`src/rtl/tnn_pkg.sv`:
```
// Shared types for the TNN feature front-ends: 3-bit feature codes,
// the (a, b, c) operand vector and the beat index of a vector.
package tnn_pkg;

  localparam int FEAT_W   = 3;
  localparam int NUM_FEAT = 3;
  localparam int FEAT_MAX = (1 << FEAT_W) - 1;

  typedef logic [FEAT_W-1:0] feat_t;

  typedef struct packed {
    feat_t a;
    feat_t b;
    feat_t c;
  } feat_vec_t;

  typedef enum logic [1:0] {
    COL0 = 2'd0,
    COL1 = 2'd1,
    COL2 = 2'd2
  } beat_idx_e;

endpackage

```
`src/rtl/tnn_quant_unit.sv`:
```
// Combinational quantizer: subtract an offset, shift right, clamp to the
// feature code range. Negative differences map to code 0.
module tnn_quant_unit
  import tnn_pkg::*;
#(
  parameter int                DATA_W = 8,
  parameter logic [DATA_W-1:0] OFFSET = 16,
  parameter int                SHIFT  = 4
) (
  input  logic [DATA_W-1:0] data,
  output feat_t             q
);

  logic signed [DATA_W:0] diff;
  logic [DATA_W-1:0]      shifted;

  // One extra bit keeps the subtraction sign-correct for any sample value.
  assign diff    = $signed({1'b0, data}) - $signed({1'b0, OFFSET});
  assign shifted = diff[DATA_W-1:0] >> SHIFT;

  always_comb begin
    q = '0;
    if (!diff[DATA_W]) begin
      if (shifted > DATA_W'(FEAT_MAX)) begin
        q = feat_t'(FEAT_MAX);
      end else begin
        q = shifted[FEAT_W-1:0];
      end
    end
  end

endmodule

```
`src/rtl/tnn_feature_framer.sv`:
```
// Groups quantized samples into (a, b, c) operand vectors for the TNN
// neuron cores, with framing-error detection and a one-deep output register.
module tnn_feature_framer
  import tnn_pkg::*;
#(
  parameter int                DATA_W = 8,
  parameter logic [DATA_W-1:0] OFFSET = 16,
  parameter int                SHIFT  = 4
) (
  input  logic              clk,
  input  logic              rst_n,
  input  logic              s_valid,
  output logic              s_ready,
  input  logic [DATA_W-1:0] s_data,
  input  logic              s_last,
  output logic              m_valid,
  input  logic              m_ready,
  output logic [2:0]        m_a,
  output logic [2:0]        m_b,
  output logic [2:0]        m_c,
  output logic [7:0]        err_cnt
);

  beat_idx_e idx_reg, idx_next;
  feat_t     hold_a_reg, hold_a_next;
  feat_t     hold_b_reg, hold_b_next;
  feat_vec_t out_reg, out_next;
  logic      m_valid_reg, m_valid_next;
  logic [7:0] err_cnt_reg, err_cnt_next;
  logic      err_inc;
  logic      accept;
  feat_t     q;

  tnn_quant_unit #(
    .DATA_W (DATA_W),
    .OFFSET (OFFSET),
    .SHIFT  (SHIFT)
  ) u_quant (
    .data (s_data),
    .q    (q)
  );

  // Only the closing beat can be blocked, and only by an undrained vector.
  assign s_ready = (idx_reg != COL2) | ~m_valid_reg | m_ready;
  assign accept  = s_valid & s_ready;

  always_comb begin
    idx_next     = idx_reg;
    hold_a_next  = hold_a_reg;
    hold_b_next  = hold_b_reg;
    out_next     = out_reg;
    m_valid_next = m_valid_reg & ~m_ready;
    err_inc      = 1'b0;

    if (accept) begin
      unique case (idx_reg)
        COL0: begin
          if (s_last) begin
            err_inc  = 1'b1;
            idx_next = COL0;
          end else begin
            hold_a_next = q;
            idx_next    = COL1;
          end
        end
        COL1: begin
          if (s_last) begin
            err_inc  = 1'b1;
            idx_next = COL0;
          end else begin
            hold_b_next = q;
            idx_next    = COL2;
          end
        end
        COL2: begin
          idx_next = COL0;
          if (s_last) begin
            out_next     = '{a: hold_a_reg, b: hold_b_reg, c: q};
            m_valid_next = 1'b1;
          end else begin
            err_inc = 1'b1;
          end
        end
        default: idx_next = COL0;
      endcase
    end
  end

  always_comb begin
    err_cnt_next = err_cnt_reg;
    if (err_inc && (err_cnt_reg != 8'hFF)) begin
      err_cnt_next = err_cnt_reg + 8'd1;
    end
  end

  always_ff @(posedge clk or negedge rst_n) begin
    if (!rst_n) begin
      idx_reg     <= COL0;
      hold_a_reg  <= '0;
      hold_b_reg  <= '0;
      out_reg     <= '0;
      m_valid_reg <= 1'b0;
      err_cnt_reg <= '0;
    end else begin
      idx_reg     <= idx_next;
      hold_a_reg  <= hold_a_next;
      hold_b_reg  <= hold_b_next;
      out_reg     <= out_next;
      m_valid_reg <= m_valid_next;
      err_cnt_reg <= err_cnt_next;
    end
  end

  assign m_valid = m_valid_reg;
  assign m_a     = out_reg.a;
  assign m_b     = out_reg.b;
  assign m_c     = out_reg.c;
  assign err_cnt = err_cnt_reg;

endmodule
```
`config.mk`:
```
export PLATFORM = sky130hd
export DESIGN_NAME = tnn_feature_framer
export DESIGN_NICKNAME = d
export VERILOG_FILES = /design/src/rtl/tnn_pkg.sv /design/src/rtl/tnn_quant_unit.sv /design/src/rtl/tnn_feature_framer.sv
export SDC_FILE = /design/constraint.sdc
export NUM_CORES = 1
export LEC_CHECK = 0
export CAP_MARGIN = 40
export CORE_ASPECT_RATIO = 1.75
export CORE_MARGIN = 2
export CORE_UTILIZATION = 47
export CTS_BUF_LIST = sky130_fd_sc_hd__clkbuf_8 sky130_fd_sc_hd__clkbuf_16
export CTS_CLUSTER_DIAMETER = 50
export DETAILED_ROUTE_END_ITERATION = 6
export PLACE_DENSITY_LB_ADDON = 0.12
export SYNTH_ARGS = -nofsm -noshare
export SYNTH_HDL_FRONTEND = slang
export SYNTH_SLANG_ARGS = --single-unit
```
`constraint.sdc`:
```
create_clock -name clk -period 2.2 [get_ports clk]
set_input_delay 0.44 -clock clk [delete_from_list [all_inputs] [get_ports clk]]
set_output_delay 0.44 -clock clk [all_outputs]
set_load 0.01 [all_outputs]
```
# After elaboration in Yosys (flattened, before gate mapping)
# Index checks and enable logic that the tools add are counted.
# word_totals
regBits	26
inputBits	13
wordCells	40
# op_classes
add_sub_neg	2
order_cmp	1
eq_ne	4
n_mux	12
bitwise	7
reduce_logical	6
# op_table
op	n
AND reduction 3 bit	3
subtractor 8 x 5 -> 9 bit, second input constant	1
adder 8 x 1 -> 8 bit, second input constant	1
inequality test 8 bit, second input constant	1
two-way mux 1 bit	7
two-way mux 3 bit	2
> comparator 4 x 3 -> 1 bit, second input constant	1
case mux 2 bit (2 select lines)	1
NOT 1 bit	3
AND 1 bit	2
equality test 2 x 1 -> 1 bit, second input constant	1
equality test 2 bit, second input constant	1
logical NOT 2 bit	1
two-way mux 2 bit	1
inequality test 2 bit, second input constant	1
OR 1 bit	2
case mux 1 bit (2 select lines)	1
OR reduction 2 bit	1
logical AND 1 bit	1

# Logic depth before layout (Yosys ltp)
# Gate-level depths: netlist (run 1).
# depth
ltp_word	6
mapped_depth	6

# Cells and area by module
# Synthesis (run 1) repeated with hierarchy kept, for this count alone.
# unflattened
hier_cells	99
area_unflattened_um2	1238.7
# by_module_without_submodules
mod	instances	cells_each	area_per_inst_um2	seq_area_each_um2
tnn_feature_framer	1	84	1146.1	650.6
tnn_quant_unit	1	15	92.6	0.0

# Worst setup path after synthesis (run 1)
# OpenSTA, ideal clock, no wires.
# synth_timing
kind	register -> register
startpoint	register err_cnt_reg[0] (netlist: err_cnt[0])
endpoint	register err_cnt_reg[1] (netlist: err_cnt[1])
t_arrival_ns	1.548
t_required_ns	2.072
path_slack_ns	0.524
path_stages_with_launch	6
n_path_buf	0
synth_period_minus_slack_ns	1.676
path_cell_list	dfrtp_1 -> ha_1 -> and4_1 -> nand4_1 -> and3_1 -> mux2_1
# synth_between
elab_chain_cells	2
word_cells_on_any_way	3
# synth_lines
item	line_no	text
start, declared	tnn_feature_framer.sv:29	logic [7:0] err_cnt_reg, err_cnt_next;
start signal, assigned	tnn_feature_framer.sv:110	err_cnt_reg <= err_cnt_next;
parallel branches: the longest is 2 deep, another holds adder 8 x 1 -> 8 bit	--	
# Several ways; the timed one is not identified.
# A chain may end at the register's enable or synchronous reset.

# Worst setup path in the final report (run 1)
# layout_timing
startpoint	input m_ready
endpoint	output s_ready
# layout_between
elab_chain_cells	1
# layout_lines
item	line_no	text
start, declared	tnn_feature_framer.sv:17	input logic m_ready,
OR 1 bit	tnn_feature_framer.sv:44	assign s_ready = (idx_reg != COL2) | ~m_valid_reg | m_ready;
end, declared	tnn_feature_framer.sv:13	output logic s_ready,
# Every way passes these cells.

==> results of run 1 <==
[layer usage]
metal	up-vias	share of wire, %
li1	463	-
met1	488	36
met2	26	57
met3	10	3.3
met4	0	3.0
met5	-	0
[worst register-to-register path: cells and delay by family (launching register included)]
family	cells	cell delay [ns]
simple gates	3	0.77
flops	1	0.46
mux	1	0.32
fa+ha+maj	1	0.21
[layout by cell type, fill, tap and decap left out, types with 2 or more instances in the layout]
cell type / n
clkdlybuf4s50_1: 27
inv_1: 6
nand2b_1: 2
mux2_2: 16
and3_1: 4
nor2_1: 8
dfrtp_1: 26
nor2b_1: 2
a21oi_1: 5
buf_4: 10
nand3_1: 6
nand2_1: 8
a21o_1: 2
clkbuf_8: 3
mux2_1: 2
ha_1: 2
nor3_1: 2
nand4_1: 3
[stage by stage]
step           instances  hold WS [ns]  utilization [%]
3_5_place_dp         169         0.494             64.6
5_1_grt              173         0.528             67.4
4_1_cts              173         0.515             67.4
6_report             173         0.505             67.4
3_3_place_gp         169         0.484             64.6
2_1_floorplan        108         0.144                -
[power by group]
group	leakage, nW	internal [W]	total, W	switching, W
clock	0.0357	0.000243	0.000389	0.000146
combinational	0.402	0.000402	0.000635	0.000233
sequential	0.310	0.000650	0.000789	0.000138
[worst max path at each step]
stage,from,to,slack [ns],cells past startpoint
CTS,m_ready,s_ready,0.09,4
finish,m_ready,s_ready,0.11,4
detailed placement,s_data[4],hold_b_reg[2],-0.03,7
global placement,s_data[4],hold_b_reg[2],0.007,7
floorplan,err_cnt[0],err_cnt[1],0.52,5
global route,m_ready,s_ready,0.005,4
[kinds of logic after synthesis]
group	synth area share (%)
XOR/XNOR	0.706
multiplexers	17.1
adder cells (fa/ha/maj)	2.02
AND/OR/NAND/NOR	18.4
AO/OA/AOI/OAI	6.65
flip-flops	52.4
buffers and inverters	2.62
[area by class of cell]
class	count	area, µm²	area share (%)
flip-flops and latches	26	651	38.7
multi-input cells	74	558	33.2
repair buffers	37	345	20.6
clock buffers	3	41.3	2.46
well taps	26	32.5	1.94
clock inverters	1	30.0	1.79
inverters	6	22.5	1.34
==> flow_summary.yaml, run 1 <==
routing:
  drc_errors: 0
  routed_wl_um: 2530
  dr_total_vias: 987
  drt_iter0_drc: 18
  detail_route.wl_per_cell_um: 14.6
  dr.pass1.iters: 4
  ant_nets: 0
  viasPerCell: 5.71
worst_setup_path:
  cp_max_fo: 3
  cp_top_family: "buffers and inverters"
  crit_buf_inv: 2
  rr_endpoint: "err_cnt[1]"
  worst-endpoint-required_ns: 1.76
  critical_path_class: "input port to output pin"
  cp-start-kind: "input port"
  arrival_ns: 1.65
  crit_top_cell: "clkdlybuf4s50_1"
  critPathSlowestCell: "clkdlybuf4s50_1"
  end_kind: "output pin"
  critPathMaxStageDelay_ns: 0.49
  r2r_setup_slack_ns: 0.32
  reg2reg_depth: 5
  r2r_start: "err_cnt[0]"
  crit_path_cell_trace: "clkdlybuf4s50_1 -> nor2b_1 -> nand3b_1 -> clkdlybuf4s50_1"
placed_design:
  place_worst_setup_slack_ns: -0.0306
  hpwl_um: 1930
  portBuffers: 27
  place_congestion: 0.855
  dpl-instance-area_um2: 1610
finish:
  fillers: 201
  drive_gt1_share_pct: 23.1
  antenna_cells: 0
  syn_to_final_growth_pct: 35.4
  design_area_um2: 1680
  largest_register_ffs: 8
  final_nets: 163
logic_synthesis:
  yosysTopAreaCell: "dfrtp_1"
  yosysSeqAreaShare_pct: 52.4
  synthFlopType: "dfrtp_1"
  synth_common_cells: "dfrtp_1 (26), mux2_2 (16), nand2_1 (8), nor2_1 (8)"
  async_flop_share_pct: 100
  ys_seq_elements: 26
  synthCells: 108
  synth_nets: 123
  synth_enable_flop_cells: 0
  synthTopCellsByArea: "dfrtp_1 (52%), mux2_2 (15%), nand3_1 (2.4%)"
  syn_area_um2: 1240
  yosys_warnings: 0
  synth_most_common_cell: "dfrtp_1"
  synth_cell_types: 28
  syn_area_per_cell_um2: 11.5
  yosys.area.top_type_share_pct: 52.4
clocking:
  cts_root_buf: "clkbuf_8"
  cts_setup_buffers: 0
  postCtsHoldBufs: 0
  post_cts_resized: 0
  clkTransAtPathRegs_ns: 0.08
  cts.sinks: 26
  cts_tree: "done"
  cts_max_level: 1
  numCtsBuffers: 3
  clk_latency_ns: 0.27
  clock_path_buffers: 2
floorplan:
  fp-row-count: 24
  ios: 32
  fp.dieH_um: 72.0
  start_util_pct: 49.8
  dieWidth_um: 42.8
  core_um2: 2490
  die_area_um2: 3080
sta:
  fmax_ghz: 0.478
  slew_headroom_pct: 77.7
  hold_violations: 0
  min_period_over_period_pct: 95.1
  slew_viol_final: 0
  setup_ws_ns: 0.107
  min_period_ns: 2.09
  rsz0062_at_grt: "false"
  worstMarginPinSlew_ns: 0.335
  finalSetupViolCount: 0
  skew_ns: 0.00416
  fin_setup_tns_ns: 0
global_route:
  gr-usage-met1_pct: 19.1
  grt_pass1_vias: 1009
  gr-usage-all-layers_pct: 18.4
  grt_pass1_wl_um: 4350
  busiest_layer: "met2"
  use_met3_pct: 2.49
  antenna_found_initial: 0
  grt-ovfl-total: 0
  grt_max_degree: 27
  use_met2_pct: 34.3
run:
  cap_violations: 0
hold_path:
  min_to: "m_a[1]"
  hold_path_startpoint: "hold_a_reg[1]"
  holdCritPathClass: "register to register"
  whs_path_depth: 1
run_status:
  status: "finished clean"
power:
  max-vdd-ir-drop_mv: 0.650
  total_power_w: 0.00181
  power_per_cell_area_nw_per_um2: 1080
  leakagePower_nw: 0.748
(Power assumes the default switching activity.)
==> run 2: changes to the inputs <==
--- a/config.mk
+++ b/config.mk
@@ -7,7 +7,7 @@
 export LEC_CHECK = 0
 export CAP_MARGIN = 40
 export CORE_ASPECT_RATIO = 1.75
-export CORE_MARGIN = 2
+export CORE_MARGIN = 1
 export CORE_UTILIZATION = 47
 export CTS_BUF_LIST = sky130_fd_sc_hd__clkbuf_8 sky130_fd_sc_hd__clkbuf_16
 export CTS_CLUSTER_DIAMETER = 50
==> flow_summary.yaml, run 2 (synthesized netlist as in run 1, its figures left out) <==
run_status:
  status: "finished clean"
floorplan:
  start_util_pct: 49.8
  ios: 32
  dieWidth_um: 40.8
  fp-row-count: 24
  die_area_um2: 2860
  core_um2: 2490
  fp.dieH_um: 70.0
worst_setup_path:
  cp_max_fo: 3
  critPathSlowestCell: "clkdlybuf4s50_1"
  arrival_ns: 1.65
  end_kind: "output pin"
  crit_top_cell: "clkdlybuf4s50_1"
  crit_buf_inv: 2
  critPathMaxStageDelay_ns: 0.50
  critical_path_class: "input port to output pin"
  crit_path_cell_trace: "clkdlybuf4s50_1 -> nor2b_1 -> nand3b_1 -> clkdlybuf4s50_1"
  cp-start-kind: "input port"
  worst-endpoint-required_ns: 1.76
  cp_top_family: "buffers and inverters"
finish:
  fillers: 206
  largest_register_ffs: 8
  multiInputGateArea_um2: 558
  final_nets: 163
  syn_to_final_growth_pct: 35.4
  drive_gt1_share_pct: 23.1
  antenna_cells: 0
  design_area_um2: 1680
  final_common_cell: "clkdlybuf4s50_1"
  seqCellArea_um2: 651
  final_cell_mix: "clkdlybuf4s50_1 (27), dfrtp_1 (26), mux2_2 (16)"
placed_design:
  place_worst_setup_slack_ns: -0.0437
  place_congestion: 0.706
  hpwl_um: 1900
  dpl-instance-area_um2: 1610
  portBuffers: 27
clocking:
  cts_tree: "done"
  clkTransAtPathRegs_ns: 0.09
  postCtsHoldBufs: 0
  clk_latency_ns: 0.27
  post_cts_resized: 0
  cts_max_level: 1
  cts_setup_buffers: 0
  clock_path_buffers: 2
  numCtsBuffers: 3
  cts.sinks: 26
  cts_root_buf: "clkbuf_8"
global_route:
  antenna_found_initial: 0
  grt_max_degree: 27
  grt_pass1_vias: 1009
  gr-usage-all-layers_pct: 20.3
  grt_pass1_wl_um: 4110
  grt-ovfl-total: 0
sta:
  slew_viol_final: 0
  worstMarginPinSlew_ns: 0.426
  min_period_ns: 2.09
  rsz0062_at_grt: "false"
  holdWs_ns: 0.513
  skew_ns: 0.00224
  finalSetupViolCount: 0
  hold_violations: 0
  setup_ws_ns: 0.112
  min_period_over_period_pct: 94.9
  fin_setup_tns_ns: 0
  fmax_ghz: 0.479
  slew_headroom_pct: 71.4
routing:
  dr_total_vias: 964
  ant_nets: 0
  route.met3.wl_um: 61
  drt_iter0_drc: 15
  viasPerCell: 5.57
  routed_wl_um: 2500
  wl_met2_um: 1510
  drc_errors: 0
  met1_length_um: 898
  detail_route.wl_per_cell_um: 14.4
  routed.top_layer: "met4"
  dr.pass1.iters: 4
power:
  leakagePower_nw: 0.748
  power_per_cell_area_nw_per_um2: 1080
  total_power_w: 0.00181
  max-vdd-ir-drop_mv: 0.799
hold_path:
  holdCritPathClass: "register to register"
run:
  cap_violations: 0
==> run 2: cell counts in the layout (fill, tap and decap cells not counted) <==
Identical to the previous run, type by type.
==> run 2: path summary, 6_finish.rpt <==
path | from | to | slack, ns | depth (start not counted)
worst max-delay path | m_ready | s_ready | 0.11 | 4
worst min-delay path | m_c[1] | m_c[1] | 0.51 | 1
worst max register to register | err_cnt[0] | err_cnt[1] | 0.35 | 5
worst min register to register | m_c[1] | m_c[1] | 0.51 | 1
max in group asynchronous | rst_n | err_cnt[0] | 1.42 | 2
min in group asynchronous | rst_n | err_cnt[7] | 0.53 | 2
==> run 2: metrics by stage <==
stage | cells | util (%)
3_3_place_gp | 169 | 64.6
5_1_grt | 173 | 67.4
2_1_floorplan | 108 | -
3_5_place_dp | 169 | 64.6
6_report | 173 | 67.4
4_1_cts | 173 | 67.4
==> run 2: worst reg2reg max path, stage by stage (launching register included) <==
cell and delay [ns]:
dfrtp_1 0.46, ha_1 0.21, and4_1 0.26, nand4_1 0.21
and3_1 0.28, mux2_1 0.32
==> run 2: layout make-up <==
cell class / count / area share [%]
timing repair buffer: 37 / 20.6
multi-input combinational: 74 / 33.2
clock inverter: 1 / 1.79
inverter: 6 / 1.34
sequential: 26 / 38.7
clock buffer: 3 / 2.46
tap: 26 / 1.94
==> run 2: power breakdown <==
group	internal, W	switching (W)	total, W
registers	0.000650	0.000137	0.000787
logic	0.000402	0.000232	0.000634
clock network	0.000243	0.000147	0.000390
==> run 2: layer usage <==
metal | track usage (%) | up-vias
met5 | 0 | -
met1 | 19.3 | 480
li1 | - | 460
met3 | 1.90 | 4
met4 | 5.56 | 0
met2 | 39.4 | 20
==> run 3: changes to the inputs <==
--- a/config.mk
+++ b/config.mk
@@ -7,7 +7,6 @@
 export LEC_CHECK = 0
 export CAP_MARGIN = 40
 export CORE_ASPECT_RATIO = 1.75
-export CORE_MARGIN = 1
 export CORE_UTILIZATION = 47
 export CTS_BUF_LIST = sky130_fd_sc_hd__clkbuf_8 sky130_fd_sc_hd__clkbuf_16
 export CTS_CLUSTER_DIAMETER = 50
==> results of run 3 <==
Same layout as run 2: the final DEF is identical, and so are final timing and power.
